===== src/rtl/sccb_seq_pkg.sv =====
// Shared types and constants for the SCCB register sequencer: FSM states,
// table marker words, byte-step indices and the per-byte command bundle.
package sccb_seq_pkg;

    typedef enum logic [3:0] {
        S_IDLE,
        S_FETCH,
        S_DECODE,
        S_WR,
        S_DELAY,
        S_NEXT,
        S_HOST,
        S_ABORT,
        S_DONE
    } seq_state_t;

    localparam logic [15:0] TBL_END = 16'hFFFF;
    localparam logic [15:0] TBL_DLY = 16'hFFF0;

    localparam logic [1:0] STEP_DEV  = 2'd0;
    localparam logic [1:0] STEP_REG  = 2'd1;
    localparam logic [1:0] STEP_DATA = 2'd2;
    localparam logic [1:0] STEP_READ = 2'd3;

    typedef struct packed {
        logic       start;
        logic       stop;
        logic       read;
        logic       write;
        logic       ack_in;
        logic [7:0] din;
    } byte_cmd_t;

    localparam byte_cmd_t CMD_STOP_ONLY = '{start: 1'b0, stop: 1'b1, read: 1'b0,
                                            write: 1'b0, ack_in: 1'b1, din: 8'h00};

    // Byte command for a given step; a host read turns step 1 into write+stop
    // and adds a repeated-start address phase and a NACKed read.
    function automatic byte_cmd_t step_cmd(input logic [6:0] dev, input logic is_rd,
                                           input logic [1:0] step, input logic [7:0] reg_a,
                                           input logic [7:0] val);
        byte_cmd_t c;
        c = '{start: 1'b0, stop: 1'b0, read: 1'b0, write: 1'b1, ack_in: 1'b1, din: {dev, 1'b0}};
        case (step)
            STEP_DEV:  c.start = 1'b1;
            STEP_REG: begin
                c.din  = reg_a;
                c.stop = is_rd;
            end
            STEP_DATA: begin
                if (is_rd) begin
                    c.start = 1'b1;
                    c.din   = {dev, 1'b1};
                end else begin
                    c.din  = val;
                    c.stop = 1'b1;
                end
            end
            default: begin
                c.write = 1'b0;
                c.read  = 1'b1;
                c.stop  = 1'b1;
                c.din   = 8'h00;
            end
        endcase
        return c;
    endfunction

endpackage


===== src/rtl/sccb_byte_issuer.sv =====
// Presents one byte command to the I2C byte controller, holds it until cmd_ack,
// drops it in the ack cycle and reports completion and write NACKs.
module sccb_byte_issuer
    import sccb_seq_pkg::*;
(
    input  logic       clk,
    input  logic       nReset,
    input  logic       i_rst,
    input  logic       i_go,
    input  byte_cmd_t  i_cmd,
    input  logic       i_cmd_ack,
    input  logic       i_ack_out,
    output logic       o_start,
    output logic       o_stop,
    output logic       o_read,
    output logic       o_write,
    output logic       o_ack_in,
    output logic [7:0] o_din,
    output logic       o_done,
    output logic       o_nack
);

    logic       r_active;
    logic       r_start, r_stop, r_read, r_write, r_ack_in;
    logic [7:0] r_din;

    always_ff @(posedge clk or negedge nReset) begin
        if (!nReset) begin
            r_active <= 1'b0;
            r_start  <= 1'b0;
            r_stop   <= 1'b0;
            r_read   <= 1'b0;
            r_write  <= 1'b0;
            r_ack_in <= 1'b1;
            r_din    <= 8'h00;
        end else if (i_rst) begin
            r_active <= 1'b0;
            r_start  <= 1'b0;
            r_stop   <= 1'b0;
            r_read   <= 1'b0;
            r_write  <= 1'b0;
            r_ack_in <= 1'b1;
            r_din    <= 8'h00;
        end else if (r_active && i_cmd_ack) begin
            // Drop the go bits at once so the controller never sees a re-issue.
            r_active <= 1'b0;
            r_start  <= 1'b0;
            r_stop   <= 1'b0;
            r_read   <= 1'b0;
            r_write  <= 1'b0;
        end else if (i_go && !r_active) begin
            r_active <= 1'b1;
            r_start  <= i_cmd.start;
            r_stop   <= i_cmd.stop;
            r_read   <= i_cmd.read;
            r_write  <= i_cmd.write;
            r_ack_in <= i_cmd.ack_in;
            r_din    <= i_cmd.din;
        end
    end

    assign o_start  = r_start;
    assign o_stop   = r_stop;
    assign o_read   = r_read;
    assign o_write  = r_write;
    assign o_ack_in = r_ack_in;
    assign o_din    = r_din;
    assign o_done   = r_active && i_cmd_ack;
    assign o_nack   = o_done && i_ack_out && r_write;

endmodule


===== src/rtl/sccb_reg_sequencer.sv =====
// Walks a {reg, val} table into an OV7670-class camera over SCCB and
// arbitrates one host register port against the walk.
module sccb_reg_sequencer
    import sccb_seq_pkg::*;
#(
    parameter logic [6:0]  SLAVE_ADDR = 7'h21,
    parameter int          TBL_AW     = 8,
    parameter logic [19:0] DELAY_CYC  = 20'd500000,
    parameter bit          CHECK_ACK  = 1'b1
) (
    input  logic              clk,
    input  logic              nReset,
    input  logic              i_rst,
    input  logic              i_cfg_go,
    output logic [TBL_AW-1:0] o_tbl_addr,
    input  logic [15:0]       i_tbl_data,
    input  logic              i_host_req,
    input  logic              i_host_we,
    input  logic [7:0]        i_host_reg,
    input  logic [7:0]        i_host_wdata,
    output logic              o_host_ack,
    output logic [7:0]        o_host_rdata,
    output logic              o_busy,
    output logic              o_cfg_done,
    output logic              o_nack_err,
    output logic [TBL_AW-1:0] o_err_index,
    output logic              o_start,
    output logic              o_stop,
    output logic              o_read,
    output logic              o_write,
    output logic              o_ack_in,
    output logic [7:0]        o_din,
    input  logic              i_cmd_ack,
    input  logic              i_ack_out,
    input  logic [7:0]        i_dout
);

    localparam logic [TBL_AW-1:0] ADDR_ONE = {{(TBL_AW-1){1'b0}}, 1'b1};

    seq_state_t        r_state, w_state_nxt;
    logic [1:0]        r_step, w_step_nxt;
    logic              r_issued, w_issued_nxt;
    logic [TBL_AW-1:0] r_tbl_addr, w_tbl_addr_nxt;
    logic [7:0]        r_reg, w_reg_nxt;
    logic [7:0]        r_val, w_val_nxt;
    logic [19:0]       r_dly_cnt, w_dly_cnt_nxt;
    logic              r_pending, w_pending_nxt;
    logic              r_in_host, w_in_host_nxt;
    logic              r_host_rd, w_host_rd_nxt;
    logic              r_resume, w_resume_nxt;
    logic              r_host_block, w_host_block_nxt;
    logic              r_cfg_done, w_cfg_done_nxt;
    logic              r_nack_err, w_nack_err_nxt;
    logic [TBL_AW-1:0] r_err_index, w_err_index_nxt;
    logic              r_host_ack, w_host_ack_nxt;
    logic [7:0]        r_host_rdata, w_host_rdata_nxt;

    logic              w_go, w_bdone, w_bnack, w_host_ok;
    logic [1:0]        w_last_step;
    byte_cmd_t         w_cmd;

    sccb_byte_issuer u_issuer (
        .clk       (clk),
        .nReset    (nReset),
        .i_rst     (i_rst),
        .i_go      (w_go),
        .i_cmd     (w_cmd),
        .i_cmd_ack (i_cmd_ack),
        .i_ack_out (i_ack_out),
        .o_start   (o_start),
        .o_stop    (o_stop),
        .o_read    (o_read),
        .o_write   (o_write),
        .o_ack_in  (o_ack_in),
        .o_din     (o_din),
        .o_done    (w_bdone),
        .o_nack    (w_bnack)
    );

    always_ff @(posedge clk or negedge nReset) begin
        if (!nReset) begin
            r_state      <= S_IDLE;
            r_step       <= STEP_DEV;
            r_issued     <= 1'b0;
            r_tbl_addr   <= '0;
            r_reg        <= 8'h00;
            r_val        <= 8'h00;
            r_dly_cnt    <= 20'd0;
            r_pending    <= 1'b0;
            r_in_host    <= 1'b0;
            r_host_rd    <= 1'b0;
            r_resume     <= 1'b0;
            r_host_block <= 1'b0;
            r_cfg_done   <= 1'b0;
            r_nack_err   <= 1'b0;
            r_err_index  <= '0;
            r_host_ack   <= 1'b0;
            r_host_rdata <= 8'h00;
        end else if (i_rst) begin
            r_state      <= S_IDLE;
            r_step       <= STEP_DEV;
            r_issued     <= 1'b0;
            r_tbl_addr   <= '0;
            r_reg        <= 8'h00;
            r_val        <= 8'h00;
            r_dly_cnt    <= 20'd0;
            r_pending    <= 1'b0;
            r_in_host    <= 1'b0;
            r_host_rd    <= 1'b0;
            r_resume     <= 1'b0;
            r_host_block <= 1'b0;
            r_cfg_done   <= 1'b0;
            r_nack_err   <= 1'b0;
            r_err_index  <= '0;
            r_host_ack   <= 1'b0;
            r_host_rdata <= 8'h00;
        end else begin
            r_state      <= w_state_nxt;
            r_step       <= w_step_nxt;
            r_issued     <= w_issued_nxt;
            r_tbl_addr   <= w_tbl_addr_nxt;
            r_reg        <= w_reg_nxt;
            r_val        <= w_val_nxt;
            r_dly_cnt    <= w_dly_cnt_nxt;
            r_pending    <= w_pending_nxt;
            r_in_host    <= w_in_host_nxt;
            r_host_rd    <= w_host_rd_nxt;
            r_resume     <= w_resume_nxt;
            r_host_block <= w_host_block_nxt;
            r_cfg_done   <= w_cfg_done_nxt;
            r_nack_err   <= w_nack_err_nxt;
            r_err_index  <= w_err_index_nxt;
            r_host_ack   <= w_host_ack_nxt;
            r_host_rdata <= w_host_rdata_nxt;
        end
    end

    always_comb begin
        w_state_nxt      = r_state;
        w_step_nxt       = r_step;
        w_issued_nxt     = r_issued;
        w_tbl_addr_nxt   = r_tbl_addr;
        w_reg_nxt        = r_reg;
        w_val_nxt        = r_val;
        w_dly_cnt_nxt    = r_dly_cnt;
        w_pending_nxt    = r_pending;
        w_in_host_nxt    = r_in_host;
        w_host_rd_nxt    = r_host_rd;
        w_resume_nxt     = r_resume;
        // A served request must be seen low once before it is accepted again.
        w_host_block_nxt = r_host_block && i_host_req;
        w_cfg_done_nxt   = r_cfg_done;
        w_nack_err_nxt   = r_nack_err;
        w_err_index_nxt  = r_err_index;
        w_host_ack_nxt   = 1'b0;
        w_host_rdata_nxt = r_host_rdata;
        w_host_ok        = i_host_req && !r_host_block;
        w_last_step      = (r_in_host && r_host_rd) ? STEP_READ : STEP_DATA;
        w_cmd            = step_cmd(SLAVE_ADDR, r_in_host && r_host_rd, r_step, r_reg, r_val);
        w_go             = 1'b0;

        case (r_state)
            S_IDLE: begin
                if (w_host_ok) begin
                    w_state_nxt      = S_HOST;
                    w_step_nxt       = STEP_DEV;
                    w_issued_nxt     = 1'b0;
                    w_in_host_nxt    = 1'b1;
                    w_host_rd_nxt    = !i_host_we;
                    w_reg_nxt        = i_host_reg;
                    w_val_nxt        = i_host_wdata;
                    w_host_block_nxt = 1'b1;
                    w_nack_err_nxt   = 1'b0;
                    w_resume_nxt     = 1'b0;
                    w_pending_nxt    = r_pending || i_cfg_go;
                end else if (i_cfg_go || r_pending) begin
                    w_state_nxt    = S_FETCH;
                    w_tbl_addr_nxt = '0;
                    w_cfg_done_nxt = 1'b0;
                    w_nack_err_nxt = 1'b0;
                    w_pending_nxt  = 1'b0;
                end
            end
            S_FETCH: w_state_nxt = S_DECODE;
            S_DECODE: begin
                w_reg_nxt = i_tbl_data[15:8];
                w_val_nxt = i_tbl_data[7:0];
                if (i_tbl_data == TBL_END) begin
                    w_state_nxt = S_DONE;
                end else if (i_tbl_data == TBL_DLY) begin
                    w_state_nxt   = S_DELAY;
                    w_dly_cnt_nxt = 20'd0;
                end else begin
                    w_state_nxt  = S_WR;
                    w_step_nxt   = STEP_DEV;
                    w_issued_nxt = 1'b0;
                end
            end
            S_WR, S_HOST: begin
                w_go = !r_issued;
                if (!r_issued) w_issued_nxt = 1'b1;
                if (w_bdone) begin
                    w_issued_nxt = 1'b0;
                    if (w_bnack && CHECK_ACK) begin
                        w_state_nxt = S_ABORT;
                    end else if (r_step == w_last_step) begin
                        if (r_state == S_WR) begin
                            w_state_nxt = S_NEXT;
                        end else begin
                            w_host_ack_nxt = 1'b1;
                            w_in_host_nxt  = 1'b0;
                            if (r_host_rd) w_host_rdata_nxt = i_dout;
                            w_state_nxt = r_resume ? S_FETCH : S_IDLE;
                        end
                    end else begin
                        w_step_nxt = r_step + 2'd1;
                    end
                end
            end
            S_DELAY: begin
                if (r_dly_cnt == DELAY_CYC - 20'd1) w_state_nxt = S_NEXT;
                else                                w_dly_cnt_nxt = r_dly_cnt + 20'd1;
            end
            S_NEXT: begin
                w_tbl_addr_nxt = r_tbl_addr + ADDR_ONE;
                if (&r_tbl_addr) begin
                    w_state_nxt = S_DONE;
                end else if (w_host_ok) begin
                    w_state_nxt      = S_HOST;
                    w_step_nxt       = STEP_DEV;
                    w_issued_nxt     = 1'b0;
                    w_in_host_nxt    = 1'b1;
                    w_host_rd_nxt    = !i_host_we;
                    w_reg_nxt        = i_host_reg;
                    w_val_nxt        = i_host_wdata;
                    w_host_block_nxt = 1'b1;
                    w_nack_err_nxt   = 1'b0;
                    w_resume_nxt     = 1'b1;
                end else begin
                    w_state_nxt = S_FETCH;
                end
            end
            S_ABORT: begin
                w_cmd = CMD_STOP_ONLY;
                w_go  = !r_issued;
                if (!r_issued) w_issued_nxt = 1'b1;
                if (w_bdone) begin
                    w_issued_nxt   = 1'b0;
                    w_nack_err_nxt = 1'b1;
                    if (r_in_host) begin
                        w_host_ack_nxt = 1'b1;
                        w_in_host_nxt  = 1'b0;
                        w_state_nxt    = r_resume ? S_FETCH : S_IDLE;
                    end else begin
                        w_err_index_nxt = r_tbl_addr;
                        w_cfg_done_nxt  = 1'b0;
                        w_state_nxt     = S_IDLE;
                    end
                end
            end
            S_DONE: begin
                w_cfg_done_nxt = 1'b1;
                w_state_nxt    = S_IDLE;
            end
            default: w_state_nxt = S_IDLE;
        endcase
    end

    assign o_tbl_addr   = r_tbl_addr;
    assign o_host_ack   = r_host_ack;
    assign o_host_rdata = r_host_rdata;
    assign o_busy       = (r_state != S_IDLE);
    assign o_cfg_done   = r_cfg_done;
    assign o_nack_err   = r_nack_err;
    assign o_err_index  = r_err_index;

endmodule


===== config.mk =====
export PLATFORM = sky130hd
export DESIGN_NAME = sccb_reg_sequencer
export DESIGN_NICKNAME = d
export VERILOG_FILES = /design/src/rtl/sccb_seq_pkg.sv /design/src/rtl/sccb_byte_issuer.sv /design/src/rtl/sccb_reg_sequencer.sv
export SDC_FILE = /design/constraint.sdc
export NUM_CORES = 1
export LEC_CHECK = 0
export CAP_MARGIN = 0
export CELL_PAD_IN_SITES_DETAIL_PLACEMENT = 0
export CELL_PAD_IN_SITES_GLOBAL_PLACEMENT = 2
export CORE_UTILIZATION = 36
export CTS_BUF_LIST = sky130_fd_sc_hd__clkbuf_2 sky130_fd_sc_hd__clkbuf_4 sky130_fd_sc_hd__clkbuf_8
export DETAILED_ROUTE_END_ITERATION = 8
export PLACE_DENSITY_LB_ADDON = 0.1
export SLEW_MARGIN = 25
export SYNTH_ARGS = -nofsm -noshare
export SYNTH_HDL_FRONTEND = slang
export SYNTH_SLANG_ARGS = --single-unit

===== constraint.sdc =====
create_clock -name clk -period 3.8 [get_ports clk]
set_clock_uncertainty 0.2 [all_clocks]
set_input_delay 0.38 -clock clk [delete_from_list [all_inputs] [get_ports clk]]
set_output_delay 0.38 -clock clk [all_outputs]
set_load 0.03 [all_outputs]

==> metrics.txt, run 1 <==
outcome=finished, final reports clean; Yosys reg bits=between 80 and 90; WP data arrival=between 2 and 2.5 ns; Die H=118 um; ys async rst share=100%; max frequency=around 0.34 GHz; first-pass GRT wire length=22400 um; clock-pin slew on the worst setup and hold paths=0.09 ns; post-synthesis area per instance=9.33 um2; GRT Total Usage=roughly 20%; CP Class=flip-flop to output port; Num Clock Sinks=a little under 90; routed len/inst=roughly 17 um; Net Count, Synth=573; Post-Route WL=~13000 um; Buf/Inv on CP=2; max-cap violations=0; unrepaired setup endpoints after global routing=false; post-DR vias/cell=approximately 5.5; worst slew pin tran=0.739 ns; WP data required=3.22 ns; Final nets=651; most flop-heavy register=r_dly_cnt; Hold Violations, Final=0; GRT overflow=0; Longest Clk Path Bufs=2; Ys Warns=0; Setup violations, final=0; VDD IR-drop max=167 uV; CTS tree=done; largest fanout on the critical path=18; R2R depth=5; placed cell count=761; period utilization=77.6%; CTS H-Tree Depth=3; vias in the first global route=about 4400; Final Instance Count excl. Fillers=about 780; CP startpoint=r_state[1]$_DFFE_PN0P_; DRC Markers=0; largest net degree at the start of global routing=73; total number of vias=4314; row count=42; Max stage delay on crit path=0.64 ns; hold path cells=2; Inserted Diodes=0; setup_tns=0 ns; Synth Flop Type=dfrtp_1; Post-synth EDFFs=0; crit path to=o_busy; Power Dens Cells=445 nW/um2; Initial Util=between 30% and 40%; Area Growth Syn to Fin=25.3%; I/O pin cnt=89; Routed Antenna Nets=0; Post-Syn Area=4840 um2; Synth cell types=67; number of port buffers=between 80 and 90; max reg flops=20; clock root buffer=clkbuf_8; worst flop-to-flop path startpoint=r_state[2]$_DFFE_PN0P_; Num CTS Buffers=9; slowest CP cell=clkdlybuf4s50_1; Pre-Repair DR Iteration Count=5; Syn Inst Count=519; Die Area=13900 um2; Max-slew headroom=50.6%; Die X=118 um; register area share after synthesis=between 40% and 50%; leakage=around 2.6 nW; Worst-Skew Late Latency=0.37 ns; Crit. End Element=output port; flop-to-flop setup slack=0.88 ns; Critical Path Source Type=flip-flop; number of antenna violations at the first check in global routing=0; worst r2r dst=r_val[6]$_DFFE_PN0P_; Slew Viols, Final=0; CORE AREA=13200 um2; layout cells sized above 1=9.14%; initial DRC count=291; gpl congestion=between 0.7 and 0.8; critical path's top delay family=buffers and inverters; hpwl dp=just over 9000 um; CP Cell Sequence=nor4_4 -> inv_1 -> clkdlybuf4s50_1; CP Depth=3; Tmin final=2.95 ns; Hold Path Class=flip-flop to flip-flop
-- synth_stat cells, types with 5 or more instances --
cell / number / share of area [%]
and2_1: 6 / 0.77
ha_1: 6 / 1.5
o31ai_1: 6 / 0.93
clkbuf_1: 13 / 1.0
o21ai_0: 33 / 3.4
a21oi_1: 38 / 3.9
and3_1: 6 / 0.77
nor3_1: 10 / 1.0
buf_2: 9 / 0.93
inv_1: 10 / 0.77
o211ai_1: 6 / 0.93
or3_1: 7 / 0.90
nor4_1: 10 / 1.3
or4_1: 10 / 1.5
mux2_2: 16 / 3.7
nand4_1: 9 / 1.2
a21o_1: 6 / 0.93
nand2b_1: 5 / 0.65
nand3_1: 14 / 1.4
nor2_1: 31 / 2.4
nand2_1: 79 / 6.1
a22oi_1: 8 / 1.2
a22o_1: 20 / 3.6
dfrtp_1: 88 / 45
-- through the flow --
step	hold WS (ns)	util (%)	power, mW	cell area (um2)	setup slack, ns
after global placement	0.268	44.4	2.05	5860	1.00
after floorplan	-0.116	-	1.78	4840	1.29
after detailed placement	0.274	44.5	2.06	5860	0.889
after CTS	0.295	46.0	2.73	6070	0.832
after global routing	0.317	46.0	2.88	6070	0.704
final	0.283	46.0	2.70	6070	0.852
-- per-layer routing --
metal	track usage (%)	wire length (um)
met1	28.6	6470
met3	2.96	490
met4	8.49	235
met5	0	0
met2	30.6	6040
-- worst min-delay path, cell delays in order, from the launching register on --
cell and delay [ns]:
dfrtp_1 0.35, nand2_1 0.04, o21ai_0 0.06
-- power by group --
group	total (mW)	switching [mW]	internal, mW
logic	0.847	0.488	0.359
registers	1.19	0.144	1.05
clock network	0.662	0.357	0.305
-- cell type report --
cell class              instances  area (um2)
clock inverters                 7        71.3
inverters                      10        37.5
well taps                     176         220
clock buffers                   9         124
multi-input cells             391        2470
flip-flops and latches         88        2200
fillers                      1286        7120
repair buffers                 97         950
-- how the worst min path moves through the flow --
stage,from,to,slack (ns)
after global placement,u_issuer.o_din[3]$_DFFE_PN0P_,u_issuer.o_din[3]$_DFFE_PN0P_,0.27
after global routing,u_issuer.o_din[2]$_DFFE_PN0P_,u_issuer.o_din[2]$_DFFE_PN0P_,0.32
after CTS,u_issuer.o_din[3]$_DFFE_PN0P_,u_issuer.o_din[3]$_DFFE_PN0P_,0.30
final,u_issuer.o_din[2]$_DFFE_PN0P_,u_issuer.o_din[2]$_DFFE_PN0P_,0.28
after floorplan,nReset,o_cfg_done$_DFFE_PN0P_,-0.12
after detailed placement,u_issuer.o_din[2]$_DFFE_PN0P_,u_issuer.o_din[2]$_DFFE_PN0P_,0.27
-- cell families after synthesis --
kind of cell             count (synthesis)  share of synthesized area (%)
AND/OR/NAND/NOR                        207                           22.0
AO/OA/AOI/OAI                          150                           21.3
flip-flops                              88                           45.5
buffers and inverters                   40                           3.74
multiplexers                            21                           4.78
adder cells (fa/ha/maj)                  6                           1.55
XOR/XNOR                                 6                           1.08
other                                    1                         0.0774
-- what timing repair did --
action,in CTS,in global routing
hold endpoints to repair,63,0
setup buffers,0,0
hold buffers,1,0
resized for setup,0,0
-- layout by cell type (no fill, tap or decap), types with 8 or more instances in the layout --
cell type	instances
a21oi_1	38
a22o_1	20
a22oi_1	8
buf_4	9
clkbuf_8	9
clkdlybuf4s50_1	86
dfrtp_1	88
inv_1	10
mux2_2	16
nand2_1	79
nand3_1	14
nand4_1	9
nor2_1	31
nor3_1	10
nor4_1	10
o21ai_0	33
or4_1	10
Power figures use the tool's default switching activity.
==> inputs of run 2 (changes only) <==
CORE_UTILIZATION = 30   (was 36)
clock period = 2.7 ns   (was 3.8 ns; I/O delays follow)
==> run 2 against run 1 <==
Compared with the run above: total power increased by 47%; worst hold slack got worse by 0.052 ns; first-iteration DRC count down 23%; critical path depth rose by 1; clock-buffer cell count unchanged; non-clock buffer count rose by 29; global-route usage down 1.9 points; critical path type unchanged; critical endpoint unchanged.
==> metrics.txt, run 2 (synthesis gave the netlist of run 1 again) <==
number of antenna violations at the first check in global routing=0; CTS tree=done; leakage=2.70 nW; placed cell count=830; row count=46; gpl congestion=between 0.8 and 0.9; initial DRC count=223; Worst Setup Slack, final=0.227 ns; layout cells sized above 1=13.6%; CTS H-Tree Depth=3; routed len/inst=16.9 um; DRC Markers=0; vias in the first global route=around 4400; Slew Viols, Final=0; Routed Antenna Nets=0; unrepaired setup endpoints after global routing=false; hpwl dp=roughly 10000 um; Hold Path Class=input port to asynchronous set/reset pin; GRT Total Usage=18.3%; Worst-Skew Late Latency=between 0.3 and 0.4 ns; Tmin final=2.47 ns; Inserted Diodes=0; CP Class=flip-flop to output port; period utilization=about nine tenths; CORE AREA=15800 um2; most flop-heavy register=r_dly_cnt; Initial Util=between 30% and 40%; pre-CTS WS=0.125 ns; Power Dens Cells=621 nW/um2; WP data arrival=2.00 ns; Num Clock Sinks=88; # fillers=1596; overall power=3.96 mW; total number of vias=roughly 4400; Die X=129 um; sequential standard cell area=2200 um2; largest fanout on the critical path=9; Die H=approximately 130 um; first-pass GRT wire length=about 23000 um; setup_tns=0 ns; max reg flops=20; GRT overflow=0; Final Instance Count excl. Fillers=847; max frequency=0.404 GHz; number of port buffers=87; largest net degree at the start of global routing=47; Longest Clk Path Bufs=2; Max-slew headroom=54.0%; post-DR vias/cell=about 5.2; Critical Path Source Type=flip-flop; leading cell type in the layout, fill and taps excluded=dfrtp_1; Final nets=between 600 and 700; Crit. End Element=output port; WHS=0.232 ns; Multi-input gate area=2480 um2; Setup violations, final=0; I/O pin cnt=89; WP data required=2.23 ns; worst slew pin tran=0.687 ns; Pre-Repair DR Iteration Count=5; Num CTS Buffers=9; VDD IR-drop max=about 280 uV; max-cap violations=0; Hold Violations, Final=0; Post-Route WL=14300 um; Area Growth Syn to Fin=31.6%; clock-pin slew on the worst setup and hold paths=0.09 ns; post-CTS setup buffers=0; outcome=finished, final reports clean; clock root buffer=clkbuf_8; Die Area=~17000 um2; commonest cells after routing, fill and taps aside=dfrtp_1, clkdlybuf4s50_1, nand2_1
run 2: layout make-up:
cell class,instances,area share [%]
clock inverters,7,1.14
well taps,216,4.24
inverters,10,0.589
repair buffers,126,18.6
multi-input cells,391,38.9
clock buffers,9,1.94
flip-flops and latches,88,34.5
run 2: worst max-delay path, cell delays in order, from the launching register on:
cell,delay (ns)
dfrtp_1,0.51
buf_4,0.20
nor4_4,0.37
inv_2,0.15
dlygate4sd2_1,0.39
run 2: stage by stage:
step	util, %	area, um2
after floorplan	-	4840
after global placement	38.9	6150
after detailed placement	38.9	6150
after CTS	40.2	6350
after global routing	40.3	6370
final	40.3	6370
run 2: path summary, 6_finish.rpt:
| check | startpoint | endpoint | slack (ns) | cells past startpoint |
|---|---|---|---|---|
| setup / recovery | r_state[3]$_DFFE_PN0P_ | o_busy | 0.23 | 4 |
| hold / removal | nReset | r_dly_cnt[15]$_DFFE_PN0P_ | 0.23 | 2 |
| setup reg to reg | r_state[3]$_DFFE_PN0P_ | r_step[0]$_DFFE_PN0P_ | 0.23 | 5 |
| hold reg to reg | u_issuer.o_din[2]$_DFFE_PN0P_ | u_issuer.o_din[2]$_DFFE_PN0P_ | 0.29 | 2 |
| max in group asynchronous | nReset | u_issuer.o_read$_DFFE_PN0P_ | 1.42 | 3 |
| min in group clk | i_dout[0] | o_host_rdata[0]$_DFFE_PN0P_ | 0.28 | 2 |
run 2: per-layer routing:
metal  global-route usage, %  routed length [um]
met5                       0                   0
met4                    7.34                 219
met3                    2.60                 582
met2                    28.2                6570
met1                    25.8                6940
run 2: repair_timing:
action | CTS | global route
setup endpoints to repair | 1 | 3
resized for setup | 1 | 2
endpoints found under the hold margin | 42 | 0
hold buffers | 1 | 0
run 2: where the power goes:
part / switching (mW) / internal (mW) / total, mW
Sequential: 0.140 / 1.48 / 1.62
Combinational: 0.787 / 0.602 / 1.39
Clock: 0.525 / 0.427 / 0.953
==> inputs of run 3 (changes only) <==
CTS_CLUSTER_SIZE = 16   (was unset)
SETUP_SLACK_MARGIN = 0.02   (was unset)
==> results of run 3 <==
Final layout, timing and power as in run 2 (identical DEF).
